<file path="src/rtl/wb_arb2_pkg.sv">
// rtl/wb_arb2_pkg.sv - shared types and widths for the two-master Wishbone arbiter
package wb_arb2_pkg;

  localparam int WB_DATA_W = 32;
  localparam int WB_SEL_W  = 4;
  localparam int TMR_W     = 16;

  typedef enum logic [1:0] {
    ST_IDLE  = 2'd0,
    ST_ISSUE = 2'd1,
    ST_WAIT  = 2'd2
  } state_e;

endpackage

</file>
<file path="src/rtl/wb_arb2_timer.sv">
// rtl/wb_arb2_timer.sv - response timeout counter for one outstanding transfer
module wb_arb2_timer
  import wb_arb2_pkg::*;
#(
  parameter int unsigned TIMEOUT = 255
) (
  input  logic clk_i,
  input  logic rst_n_i,
  input  logic clear_i,
  input  logic enable_i,
  output logic expired_o
);

  logic [TMR_W-1:0] count_q, count_d;

  // Fires in the TIMEOUT-th enabled cycle so the error lands one cycle later,
  // mirroring the latency of a real slave response.
  assign expired_o = enable_i && (count_q == TMR_W'(TIMEOUT - 1));

  always_comb begin
    count_d = count_q;
    if (clear_i) begin
      count_d = '0;
    end else if (enable_i && !expired_o) begin
      count_d = count_q + 1'b1;
    end
  end

  always_ff @(posedge clk_i) begin
    if (!rst_n_i) begin
      count_q <= '0;
    end else begin
      count_q <= count_d;
    end
  end

endmodule

</file>
<file path="src/rtl/wb_arb2.sv">
// rtl/wb_arb2.sv - two-master round-robin Wishbone arbiter onto one slave, one transfer at a time
module wb_arb2
  import wb_arb2_pkg::*;
#(
  parameter int          ADDR_WIDTH = 3,
  parameter int unsigned TIMEOUT    = 255
) (
  input  logic                  clk_i,
  input  logic                  rst_n_i,

  input  logic                  m0_cyc_i,
  input  logic                  m0_stb_i,
  input  logic                  m0_we_i,
  input  logic [ADDR_WIDTH-1:0] m0_adr_i,
  input  logic [WB_SEL_W-1:0]   m0_sel_i,
  input  logic [WB_DATA_W-1:0]  m0_dat_i,
  output logic                  m0_ack_o,
  output logic                  m0_err_o,
  output logic                  m0_rty_o,
  output logic                  m0_stall_o,
  output logic [WB_DATA_W-1:0]  m0_dat_o,

  input  logic                  m1_cyc_i,
  input  logic                  m1_stb_i,
  input  logic                  m1_we_i,
  input  logic [ADDR_WIDTH-1:0] m1_adr_i,
  input  logic [WB_SEL_W-1:0]   m1_sel_i,
  input  logic [WB_DATA_W-1:0]  m1_dat_i,
  output logic                  m1_ack_o,
  output logic                  m1_err_o,
  output logic                  m1_rty_o,
  output logic                  m1_stall_o,
  output logic [WB_DATA_W-1:0]  m1_dat_o,

  output logic                  s_cyc_o,
  output logic                  s_stb_o,
  output logic                  s_we_o,
  output logic [ADDR_WIDTH-1:0] s_adr_o,
  output logic [WB_SEL_W-1:0]   s_sel_o,
  output logic [WB_DATA_W-1:0]  s_dat_o,
  input  logic                  s_ack_i,
  input  logic                  s_err_i,
  input  logic                  s_rty_i,
  input  logic                  s_stall_i,
  input  logic [WB_DATA_W-1:0]  s_dat_i
);

  state_e                state_q, state_d;
  logic                  last_q, last_d;
  logic                  grant_q, grant_d;
  logic                  aband_q, aband_d;
  logic [ADDR_WIDTH-1:0] adr_q, adr_d;
  logic [WB_SEL_W-1:0]   sel_q, sel_d;
  logic                  we_q, we_d;
  logic [WB_DATA_W-1:0]  wdat_q, wdat_d;
  logic [1:0]            ack_q, ack_d;
  logic [1:0]            err_q, err_d;
  logic [WB_DATA_W-1:0]  rdat0_q, rdat0_d;
  logic [WB_DATA_W-1:0]  rdat1_q, rdat1_d;

  logic                  req0, req1;
  logic                  gnt_valid, gnt_idx;
  logic                  gm_cyc;
  logic                  tmr_clear, tmr_en, tmr_expired;
  logic                  finish, fin_err;
  logic [WB_DATA_W-1:0]  fin_dat;
  logic                  unused_rty;

  assign req0      = m0_cyc_i & m0_stb_i;
  assign req1      = m1_cyc_i & m1_stb_i;
  // Reset suppresses the grant so requesters see stall while rst_n_i is low.
  assign gnt_valid = rst_n_i & (state_q == ST_IDLE) & (req0 | req1);
  assign gnt_idx   = (req0 & req1) ? ~last_q : req1;
  assign gm_cyc    = grant_q ? m1_cyc_i : m0_cyc_i;
  assign tmr_en    = (state_q != ST_IDLE);

  wb_arb2_timer #(
    .TIMEOUT (TIMEOUT)
  ) u_timer (
    .clk_i     (clk_i),
    .rst_n_i   (rst_n_i),
    .clear_i   (tmr_clear),
    .enable_i  (tmr_en),
    .expired_o (tmr_expired)
  );

  always_comb begin
    state_d   = state_q;
    last_d    = last_q;
    grant_d   = grant_q;
    aband_d   = aband_q;
    adr_d     = adr_q;
    sel_d     = sel_q;
    we_d      = we_q;
    wdat_d    = wdat_q;
    ack_d     = 2'b00;
    err_d     = 2'b00;
    rdat0_d   = '0;
    rdat1_d   = '0;
    tmr_clear = 1'b0;
    finish    = 1'b0;
    fin_err   = 1'b0;
    fin_dat   = '0;

    case (state_q)
      ST_IDLE: begin
        if (gnt_valid) begin
          grant_d   = gnt_idx;
          aband_d   = 1'b0;
          adr_d     = gnt_idx ? m1_adr_i : m0_adr_i;
          sel_d     = gnt_idx ? m1_sel_i : m0_sel_i;
          we_d      = gnt_idx ? m1_we_i  : m0_we_i;
          wdat_d    = gnt_idx ? m1_dat_i : m0_dat_i;
          tmr_clear = 1'b1;
          state_d   = ST_ISSUE;
        end
      end
      ST_ISSUE, ST_WAIT: begin
        if (!gm_cyc) begin
          aband_d = 1'b1;
        end
        if (s_ack_i || s_err_i) begin
          finish  = 1'b1;
          fin_err = s_err_i;
          fin_dat = s_dat_i;
        end else if (tmr_expired) begin
          finish  = 1'b1;
          fin_err = 1'b1;
        end else if ((state_q == ST_ISSUE) && !s_stall_i) begin
          state_d = ST_WAIT;
        end
      end
      default: begin
        state_d = ST_IDLE;
      end
    endcase

    // A master that let go of cyc at any point forfeits its response.
    if (finish) begin
      state_d = ST_IDLE;
      last_d  = grant_q;
      if (gm_cyc && !aband_q) begin
        if (grant_q) begin
          ack_d[1] = ~fin_err;
          err_d[1] = fin_err;
          rdat1_d  = fin_dat;
        end else begin
          ack_d[0] = ~fin_err;
          err_d[0] = fin_err;
          rdat0_d  = fin_dat;
        end
      end
    end
  end

  always_ff @(posedge clk_i) begin
    if (!rst_n_i) begin
      state_q <= ST_IDLE;
      last_q  <= 1'b1;
      grant_q <= 1'b0;
      aband_q <= 1'b0;
      adr_q   <= '0;
      sel_q   <= '0;
      we_q    <= 1'b0;
      wdat_q  <= '0;
      ack_q   <= 2'b00;
      err_q   <= 2'b00;
      rdat0_q <= '0;
      rdat1_q <= '0;
    end else begin
      state_q <= state_d;
      last_q  <= last_d;
      grant_q <= grant_d;
      aband_q <= aband_d;
      adr_q   <= adr_d;
      sel_q   <= sel_d;
      we_q    <= we_d;
      wdat_q  <= wdat_d;
      ack_q   <= ack_d;
      err_q   <= err_d;
      rdat0_q <= rdat0_d;
      rdat1_q <= rdat1_d;
    end
  end

  assign s_cyc_o    = (state_q != ST_IDLE);
  assign s_stb_o    = (state_q == ST_ISSUE);
  assign s_we_o     = we_q;
  assign s_adr_o    = adr_q;
  assign s_sel_o    = sel_q;
  assign s_dat_o    = wdat_q;

  assign m0_stall_o = req0 & ~(gnt_valid & ~gnt_idx);
  assign m1_stall_o = req1 & ~(gnt_valid & gnt_idx);
  assign m0_ack_o   = ack_q[0];
  assign m1_ack_o   = ack_q[1];
  assign m0_err_o   = err_q[0];
  assign m1_err_o   = err_q[1];
  assign m0_dat_o   = rdat0_q;
  assign m1_dat_o   = rdat1_q;
  assign m0_rty_o   = 1'b0;
  assign m1_rty_o   = 1'b0;

  assign unused_rty = s_rty_i;

endmodule

</file>
<file path="config.mk">
export PLATFORM = sky130hd
export DESIGN_NAME = wb_arb2
export DESIGN_NICKNAME = d
export VERILOG_FILES = /design/src/rtl/wb_arb2_pkg.sv /design/src/rtl/wb_arb2_timer.sv /design/src/rtl/wb_arb2.sv
export SDC_FILE = /design/constraint.sdc
export NUM_CORES = 1
export LEC_CHECK = 0
export CAP_MARGIN = 0
export CORE_MARGIN = 3
export CORE_UTILIZATION = 40
export CTS_CLUSTER_DIAMETER = 50
export DETAILED_ROUTE_END_ITERATION = 12
export PLACE_DENSITY = 0.87
export SLEW_MARGIN = 20
export SYNTH_ARGS = -nofsm -noshare
export SYNTH_HDL_FRONTEND = slang
export SYNTH_SLANG_ARGS = --single-unit
</file>
<file path="constraint.sdc">
create_clock -name clk_i -period 2.3 [get_ports clk_i]
set_clock_uncertainty 0.05 [all_clocks]
set_input_delay 0.345 -clock clk_i [delete_from_list [all_inputs] [get_ports clk_i]]
set_output_delay 0.345 -clock clk_i [all_outputs]
set_load 0.03 [all_outputs]
</file>
==> flow_metrics.env, run 1 <==
export IMPL_area_growth_synth_to_final_pct=64.3
export IMPL_peak_ir_drop_on_the_vdd_network_mv=0.556
export IMPL_timing_final_crit_share=0.942
export IMPL_critical_path_arrival_ns=1.77
export IMPL_share_comb_of_total_power=0.273
export IMPL_synth_simple_area_share=0.248
export IMPL_clockPowerShare=0.371
export IMPL_path_clk_slew_ns=0.06
export IMPL_yosys_register_bits=129
export IMPL_postCtsSetupBuffers=0
export IMPL_synth_xor_area_share=0.00918
export IMPL_layout_filler_cells=863
export IMPL_hold_path_cell_count=2
export IMPL_edff_count_synth=0
export IMPL_remaining_drc_errors=0
export IMPL_synth_cell_types=46
export IMPL_place_detailed_hpwl_mm=11.0
export IMPL_layout_area_seq_sq_um=2580
export IMPL_reg2reg_to="u_timer.count_q[14]"
export IMPL_final_hold_violation_count=0
export IMPL_number_of_cells_in_the_design_after_placement=874
export IMPL_multi_input_area_sq_um=2020
export IMPL_critical_path_endpoint_type="output port"
export IMPL_regToRegSetupSlack_ns=0.15
export IMPL_max_clock_path_buffers=2
export IMPL_drive_gt1_frac=0.0773
export IMPL_wirelength_mm=15.2
export IMPL_pin_count=236
export IMPL_rsz0062_at_grt="no"
export IMPL_io_buffer_count=232
export IMPL_slew_viol_final=0
export IMPL_tritoncts_num_buffers=17
export IMPL_run_status="finished, final reports clean"
export IMPL_p_leak_nw=2.99
export IMPL_layout_min_cycle_time_ns=2.17
export IMPL_grt_max_degree=55
export IMPL_avgSynthCellArea_sq_um=9.16
export IMPL_die_w_um=115
export IMPL_final_util=0.681
export IMPL_powerDensity_nw_per_um2=935
export IMPL_cts_max_level=4
export IMPL_maxCapViolations=0
export IMPL_nets=878
export IMPL_antennaDiodeCount=0
export IMPL_switching_share_of_power=0.312
export IMPL_critical_path_startpoint_type="register"
export IMPL_worst_endpoint_required_ns=1.90
export IMPL_hold_path_endpoint="u_timer.count_q[15]"
export IMPL_setup_tns_final_ns=0
export IMPL_ant_nets=0
export IMPL_grt_pass1_vias=4761
export IMPL_synth_compound_area_frac=0.138
export IMPL_fmax_mhz=461
export IMPL_grt_util_all_layers=0.225
export IMPL_hp_start="u_timer.count_q[15]"
export IMPL_yosys_warnings=0
export IMPL_cts_root_buf="clkbuf_16"
export IMPL_cts_hold_buf=0
export IMPL_drt_first_iter_violations=215
export IMPL_tritoncts="built"
export IMPL_core_area_sq_um=11500
export IMPL_initial_utilization=0.414
export IMPL_drt_wirelength_per_cell_um=16.8
export IMPL_setup_violations=0
export IMPL_worst_r2r_cell_count=6
export IMPL_switching_power_w=0.00229
export IMPL_synthCells=521
export IMPL_asyncSetResetFlopFracSynth=0
export IMPL_min_delay_path_class="reg -> reg"
export IMPL_avgViaCountPerCell=5.17
export IMPL_final_setup_worst_slack_ns=0.133
export IMPL_place_worst_setup_slack_ns=0.145
export IMPL_synthesis_area_sq_um=4770
export IMPL_grt_ovfl_total=0
export IMPL_worst_r2r_startpoint="state_q[0]"
export IMPL_fp_dieArea_sq_um=13300
export IMPL_maxSlewHeadroom=0.626
export IMPL_first_pass_grt_wire_length_mm=23.2
export IMPL_post_layout_instance_count_excluding_filler_cells=906
export IMPL_fp_dieH_um=115
export IMPL_ys_flop_type="dfxtp_1"
export IMPL_share_of_synthesized_cell_area_in_full_adder_half_adder_and_majority_cells=0.0157
export IMPL_cts_resized=1
export IMPL_synth_mux_area_frac=0.00865
export IMPL_share_of_total_power_in_sequential_cells=0.355
export IMPL_criticalPathCategory="reg -> out"
export IMPL_floorplan_rows=39
export IMPL_internal_power_w=0.00504
export IMPL_worst_slew_pin_transition_ns=0.557
export IMPL_combinational_family_with_the_most_area_after_synthesis="simple AND/OR/NAND/NOR gates"
export IMPL_worst_skew_late_latency_ns=0.41
export IMPL_critPathMaxFanout=3
export IMPL_grt_antenna_before_repair=0
export IMPL_synth_yosys_seq_area_share=0.541
export IMPL_drtPass1Iterations=4
export IMPL_vias=4681
export IMPL_clock_sinks=129
export IMPL_globalplace_congestion=0.819
## critical path, stage by stage (launching register included)
cell             delay (ns)
dfxtp_1                0.33
inv_1                  0.11
ha_1                   0.22
clkdlybuf4s50_1        0.70
## layout make-up
class | instances | area share
Clock buffer | 21 | 0.0613
Inverter | 8 | 0.00383
Clock inverter | 11 | 0.0163
Tap cell | 143 | 0.0228
Timing Repair Buffer | 242 | 0.308
Multi-Input combinational cell | 352 | 0.258
Sequential cell | 129 | 0.329
## state kept, by name (all words and copies together) (netlist names)
signal / flops
ack_q: 2
u_timer.count_q: 16
m0_dat_o: 32
s_sel_o: 4
m1_dat_o: 32
s_adr_o: 3
err_q: 2
aband_q: 1
s_we_o: 1
s_dat_o: 32
grant_q: 1
state_q: 2
last_q: 1
## worst max path at each step
| stage | start | to | slack, ns | cells past startpoint |
|---|---|---|---|---|
| finish | state_q[1] | s_stb_o | 0.13 | 3 |
| global route | state_q[1] | s_stb_o | 0.03 | 3 |
| CTS | state_q[1] | s_stb_o | 0.11 | 3 |
| detailed placement | m1_cyc_i | s_dat_o[2] | 0.14 | 6 |
| global placement | m1_cyc_i | s_dat_o[21] | 0.25 | 6 |
| floorplan | state_q[0] | u_timer.count_q[15] | 0.40 | 6 |
## cells in the mapped netlist, types with 2 or more instances
cell | count | area, sq um
xnor2_1 | 5 | 43.8
o21ai_0 | 49 | 245
clkbuf_1 | 28 | 105
and2_1 | 64 | 400
a31oi_1 | 42 | 263
nor4_4 | 2 | 42.5
a21oi_1 | 13 | 65.1
buf_4 | 3 | 22.5
inv_1 | 8 | 30.0
mux2i_1 | 3 | 30.0
nand3b_1 | 2 | 15.0
nor2_1 | 13 | 48.8
nand2_1 | 95 | 357
ha_1 | 6 | 75.1
nor2b_1 | 5 | 31.3
or3_2 | 2 | 15.0
o31ai_1 | 2 | 15.0
or3_1 | 8 | 50.1
dfxtp_1 | 129 | 2580
nor3_1 | 4 | 20.0
nand3_1 | 9 | 45.0
or2_2 | 2 | 12.5
nor3b_1 | 2 | 15.0
nor4_1 | 3 | 18.8
## power by group through the flow
stage | sequential (W) | combinational, W | clock [W]
after floorplan | 0.00305 | 0.000681 | 0
after global placement | 0.00263 | 0.00194 | 0
after detailed placement | 0.00265 | 0.00199 | 0
after CTS | 0.00260 | 0.00201 | 0.00275
after global routing | 0.00263 | 0.00214 | 0.00285
final | 0.00261 | 0.00200 | 0.00272
## cells by family after synthesis
family / count (synthesis)
AO/OA/AOI/OAI: 114
XOR/XNOR: 5
adder cells (fa/ha/maj): 6
buffers and inverters: 41
flip-flops: 129
multiplexers: 4
other: 1
AND/OR/NAND/NOR: 221
## through the flow
step	power, W	hold WS (ns)	cell area, sq um
after floorplan	0.00373	0.408	4770
after global placement	0.00457	0.422	7230
after detailed placement	0.00464	0.432	7230
after CTS	0.00736	0.426	7840
after global routing	0.00762	0.444	7840
final	0.00733	0.435	7840
## routing by layer
layer / routed length [um] / track usage / vias up
met4: 582 / 0.115 / 0
met1: 5410 / 0.224 / 2216
met5: 0 / 0 / -
met2: 8230 / 0.404 / 180
li1: - / - / 2237
met3: 1000 / 0.0895 / 48
## layout by cell type, fill, tap and decap left out, types with 6 or more instances in the layout
cell / Yosys / final
a21oi_1: 13 / 13
a31oi_1: 42 / 42
and2_1: 64 / 64
buf_4: 3 / 10
clkbuf_16: 0 / 17
clkdlybuf4s50_1: 0 / 229
dfxtp_1: 129 / 129
ha_1: 6 / 6
inv_1: 8 / 8
nand2_1: 95 / 95
nand3_1: 9 / 9
nor2_1: 13 / 12
o21ai_0: 49 / 49
or3_1: 8 / 8
Note: power is estimated with default switching activity, not from simulation.
==> run 2: changes to the inputs <==
--- a/config.mk
+++ b/config.mk
@@ -10,8 +10,9 @@
 export CORE_UTILIZATION = 40
 export CTS_CLUSTER_DIAMETER = 50
 export DETAILED_ROUTE_END_ITERATION = 12
+export GPL_TIMING_DRIVEN = 0
 export PLACE_DENSITY = 0.87
-export SLEW_MARGIN = 20
+export SLEW_MARGIN = 25
 export SYNTH_ARGS = -nofsm -noshare
 export SYNTH_HDL_FRONTEND = slang
 export SYNTH_SLANG_ARGS = --single-unit
==> flow_metrics.env, run 2 (same netlist as run 1, synthesis figures left out) <==
export IMPL_run_status="finished, final reports clean"
export IMPL_critical_path_arrival_ns=1.74
export IMPL_layout_min_cycle_time_ns=2.14
export IMPL_powerDensity_nw_per_um2=912
export IMPL_grt_util_all_layers=0.234
export IMPL_grt_pass1_vias=4801
export IMPL_tritoncts="built"
export IMPL_core_area_sq_um=11500
export IMPL_fp_dieArea_sq_um=13300
export IMPL_io_buffer_count=232
export IMPL_timing_final_crit_share=0.929
export IMPL_final_setup_worst_slack_ns=0.163
export IMPL_slowest_delay_ns=0.36
export IMPL_maxCapViolations=0
export IMPL_tritoncts_num_buffers=17
export IMPL_ant_nets=0
export IMPL_layout_filler_cells=844
export IMPL_min_delay_path_class="in -> reg"
export IMPL_rsz0062_at_grt="no"
export IMPL_multi_input_area_sq_um=2030
export IMPL_drt_first_iter_violations=208
export IMPL_layout_cells_most_common_list="229 x clkdlybuf4s50_1, 129 x dfxtp_1, 95 x nand2_1"
export IMPL_pin_count=236
export IMPL_grt_ovfl_total=0
export IMPL_drtPass1Iterations=4
export IMPL_grt_antenna_before_repair=0
export IMPL_worst_endpoint_required_ns=1.90
export IMPL_remaining_drc_errors=0
export IMPL_initial_utilization=0.414
export IMPL_number_of_cells_in_the_design_after_placement=897
export IMPL_cts_hold_buf=0
export IMPL_die_w_um=115
export IMPL_peak_ir_drop_on_the_vdd_network_mv=0.532
export IMPL_post_place_instance_area_sq_um=7280
export IMPL_fmax_mhz=468
export IMPL_floorplan_rows=39
export IMPL_final_hold_violation_count=0
export IMPL_clock_sinks=129
export IMPL_max_clock_path_buffers=2
export IMPL_place_worst_setup_slack_ns=-0.522
export IMPL_cpLargestDelayFamily="buffers and inverters"
export IMPL_area_growth_synth_to_final_pct=64.8
export IMPL_drive_gt1_frac=0.0749
export IMPL_grt_max_degree=17
export IMPL_cts_max_level=4
export IMPL_critical_path_endpoint_type="output port"
export IMPL_place_detailed_hpwl_mm=11.7
export IMPL_slew_viol_final=0
export IMPL_avgViaCountPerCell=5.07
export IMPL_antennaDiodeCount=0
export IMPL_fp_dieH_um=115
export IMPL_vias=4723
export IMPL_drt_wirelength_per_cell_um=16.7
export IMPL_wirelength_mm=15.5
export IMPL_cts_root_buf="clkbuf_16"
export IMPL_worst_skew_late_latency_ns=0.41
export IMPL_layout_area_seq_sq_um=2580
export IMPL_first_pass_grt_wire_length_mm=24.1
export IMPL_criticalPathCategory="reg -> out"
export IMPL_worstPathCellList="inv_1, ha_1, clkbuf_2, a31oi_1, buf_2"
export IMPL_nets=903
export IMPL_post_layout_instance_count_excluding_filler_cells=931
export IMPL_setup_violations=0
export IMPL_critical_path_startpoint_type="register"
export IMPL_mostFrequentLayoutCell="clkdlybuf4s50_1"
export IMPL_cp_slowest_cell="dfxtp_1"
export IMPL_critPathMaxFanout=10
export IMPL_p_leak_nw=2.98
export IMPL_globalplace_congestion=0.889
export IMPL_crit_buf_inv=3
export IMPL_design_area_sq_um=7860
export IMPL_path_clk_slew_ns=0.06
export IMPL_final_hold_worst_slack_ns=0.445
export IMPL_report_power_total_w=0.00717
-- run 2: metal layers --
| metal | routed length [um] | track usage | share of wire |
|---|---|---|---|
| met5 | 0 | 0 | 0 |
| met4 | 600 | 0.117 | 0.039 |
| met3 | 1130 | 0.0858 | 0.073 |
| met2 | 8100 | 0.407 | 0.52 |
| met1 | 5700 | 0.250 | 0.37 |
-- run 2: path summary, 6_finish.rpt --
kind / start / endpoint / slack, ns / depth (start not counted)
hold / removal: m1_dat_i[17] / s_dat_o[17] / 0.45 / 3
setup / recovery: state_q[0] / m0_stall_o / 0.16 / 5
setup reg to reg: state_q[0] / u_timer.count_q[14] / 0.23 / 6
hold reg to reg: u_timer.count_q[8] / u_timer.count_q[8] / 0.47 / 2
-- run 2: per-stage QoR --
step	utilization	setup TNS [ns]
4_1_cts	0.681	-0.0602
5_1_grt	0.683	0
6_report	0.683	0
3_5_place_dp	0.632	-5.97
3_3_place_gp	0.632	-4.22
2_1_floorplan	-	0
-- run 2: cell type report --
cell class                      instances  share of cell area
Buffer                                 32              0.0193
Clock buffer                           18              0.0546
Clock inverter                         14              0.0169
Inverter                                8             0.00382
Multi-Input combinational cell        352               0.258
Sequential cell                       129               0.328
Tap cell                              143              0.0228
Timing Repair Buffer                  235               0.296
-- run 2: where the power goes --
| part | internal, W | switching, W |
|---|---|---|
| clock | 0.00150 | 0.00106 |
| combinational | 0.000835 | 0.00117 |
| sequential | 0.00248 | 0.000129 |
-- run 2: what timing repair did --
action                                  in CTS  in global routing
buffers inserted                             0                  3
endpoints found under the setup margin       4                 24
resized for setup                           10                 11
hold endpoints to repair                     0                  0
-- run 2: worst min-delay path, stage by stage --
cell,delay (ns)
clkdlybuf4s50_1,0.39
nand2_1,0.05
a31oi_1,0.07
==> run 3: changes to the inputs <==
==> constraint.sdc (replaced) <==
create_clock -name clk_i -period 2.3 [get_ports clk_i]
set_clock_uncertainty 0.05 [all_clocks]
set_input_delay 0.69 -clock clk_i [delete_from_list [all_inputs] [get_ports clk_i]]
set_output_delay 0.69 -clock clk_i [all_outputs]
set_load 0.03 [all_outputs]
==> flow_metrics.env, run 3 (same netlist as run 1, synthesis figures left out) <==
export IMPL_clock_sinks=129
export IMPL_avgViaCountPerCell=5.14
export IMPL_io_buffer_count=232
export IMPL_hp_start="u_timer.count_q[15]"
export IMPL_final_hold_worst_slack_ns=0.448
export IMPL_vias=4781
export IMPL_tritoncts="built"
export IMPL_max_clock_path_buffers=2
export IMPL_antennaDiodeCount=0
export IMPL_grt_pass1_vias=4874
export IMPL_fp_dieArea_sq_um=13300
export IMPL_floorplan_rows=39
export IMPL_worst_skew_late_latency_ns=0.41
export IMPL_initial_utilization=0.414
export IMPL_area_growth_synth_to_final_pct=65.2
export IMPL_timing_final_crit_share=0.985
export IMPL_final_setup_worst_slack_ns=0.0337
export IMPL_critical_path_startpoint_type="primary input"
export IMPL_met3_usage=0.0700
export IMPL_tritoncts_num_buffers=17
export IMPL_worst_r2r_startpoint="state_q[1]"
export IMPL_start_point_of_the_critical_path="m1_cyc_i"
export IMPL_worst_endpoint_required_ns=1.56
export IMPL_core_area_sq_um=11500
export IMPL_die_w_um=115
export IMPL_run_status="finished, final reports clean"
export IMPL_ant_nets=0
export IMPL_drive_gt1_frac=0.0901
export IMPL_remaining_drc_errors=0
export IMPL_powerDensity_nw_per_um2=900
export IMPL_wirelength_mm=15.3
export IMPL_p_leak_nw=2.99
export IMPL_setup_violations=0
export IMPL_critPathMaxFanout=6
export IMPL_globalplace_congestion=0.821
export IMPL_layout_cells_most_common_list="223 x clkdlybuf4s50_1, 127 x dfxtp_1, 95 x nand2_1"
export IMPL_min_delay_path_class="reg -> reg"
export IMPL_grt_ovfl_total=0
export IMPL_number_of_cells_in_the_design_after_placement=897
export IMPL_grt_busiest_layer="met2"
export IMPL_setup_tns_final_ns=0
export IMPL_drt_wirelength_per_cell_um=16.4
export IMPL_peak_ir_drop_on_the_vdd_network_mv=0.561
export IMPL_report_power_total_w=0.00709
export IMPL_place_detailed_hpwl_mm=11.6
export IMPL_grt_met2_usage=0.416
export IMPL_final_hold_violation_count=0
export IMPL_fmax_mhz=441
export IMPL_criticalPathCategory="in -> out"
export IMPL_slew_viol_final=0
export IMPL_path_clk_slew_ns=0.06
export IMPL_pin_count=236
export IMPL_place_worst_setup_slack_ns=-1.23
export IMPL_cts_hold_buf=0
export IMPL_drtPass1Iterations=6
export IMPL_nets=904
export IMPL_grt_antenna_before_repair=0
export IMPL_critical_path_arrival_ns=1.53
export IMPL_grt_util_all_layers=0.227
export IMPL_drt_first_iter_violations=247
export IMPL_layout_min_cycle_time_ns=2.27
export IMPL_post_layout_instance_count_excluding_filler_cells=931
export IMPL_critical_path_endpoint_type="output port"
export IMPL_grt_max_degree=17
export IMPL_first_pass_grt_wire_length_mm=23.7
export IMPL_cts_max_level=4
export IMPL_cts_root_buf="clkbuf_16"
export IMPL_maxCapViolations=0
export IMPL_fp_dieH_um=115
export IMPL_mostFrequentLayoutCell="clkdlybuf4s50_1"
export IMPL_grtUsageMet1=0.238
==> run 3: path summary, 6_finish.rpt <==
kind	to	cells after the start	slack [ns]
worst min register to register	u_timer.count_q[15]	2	0.45
worst min-delay path	u_timer.count_q[15]	2	0.45
worst max-delay path	m0_stall_o	4	0.03
worst max register to register	s_dat_o[3]	7	0.22
==> run 3: critical path, stage by stage <==
cell and delay [ns]:
clkdlybuf4s15_1 0.34, nand3_4 0.13, a31oi_2 0.21, buf_6 0.16
==> run 3: per-stage QoR <==
stage          utilization  cell area, sq um
6_report             0.684              7880
5_1_grt              0.684              7880
4_1_cts              0.682              7860
3_5_place_dp         0.633              7290
3_3_place_gp         0.633              7290
2_1_floorplan            -              4790
==> run 3: area by class of cell <==
type / instances / area [sq um]
Clock buffer: 17 / 425
Timing Repair Buffer: 237 / 2340
Multi-Input combinational cell: 352 / 2060
Inverter: 8 / 30.0
Buffer: 31 / 159
Sequential cell: 129 / 2580
Clock inverter: 14 / 105
Fill cell: 839 / 3630
Tap cell: 143 / 179
==> run 3: where the power goes <==
part           internal (W)  total [W]  switching [W]
registers           0.00248    0.00261       0.000129
logic              0.000869    0.00206        0.00119
clock network       0.00138    0.00242        0.00104
==> run 3: repair_timing <==
action / CTS / global route
gates resized for setup: 38 / 15
pin swaps: 1 / 1
endpoints found under the setup margin: 39 / 40
buffers inserted: 0 / 5
==> run 3: metal layers <==
layer  routed length (um)  part of all wire  vias to the layer above
li1                     -                 -                     2286
met1                 5620              0.37                     2266
met2                 8260              0.54                      194
met3                  963             0.063                       35
met4                  439             0.029                        0
met5                    0                 0                        -
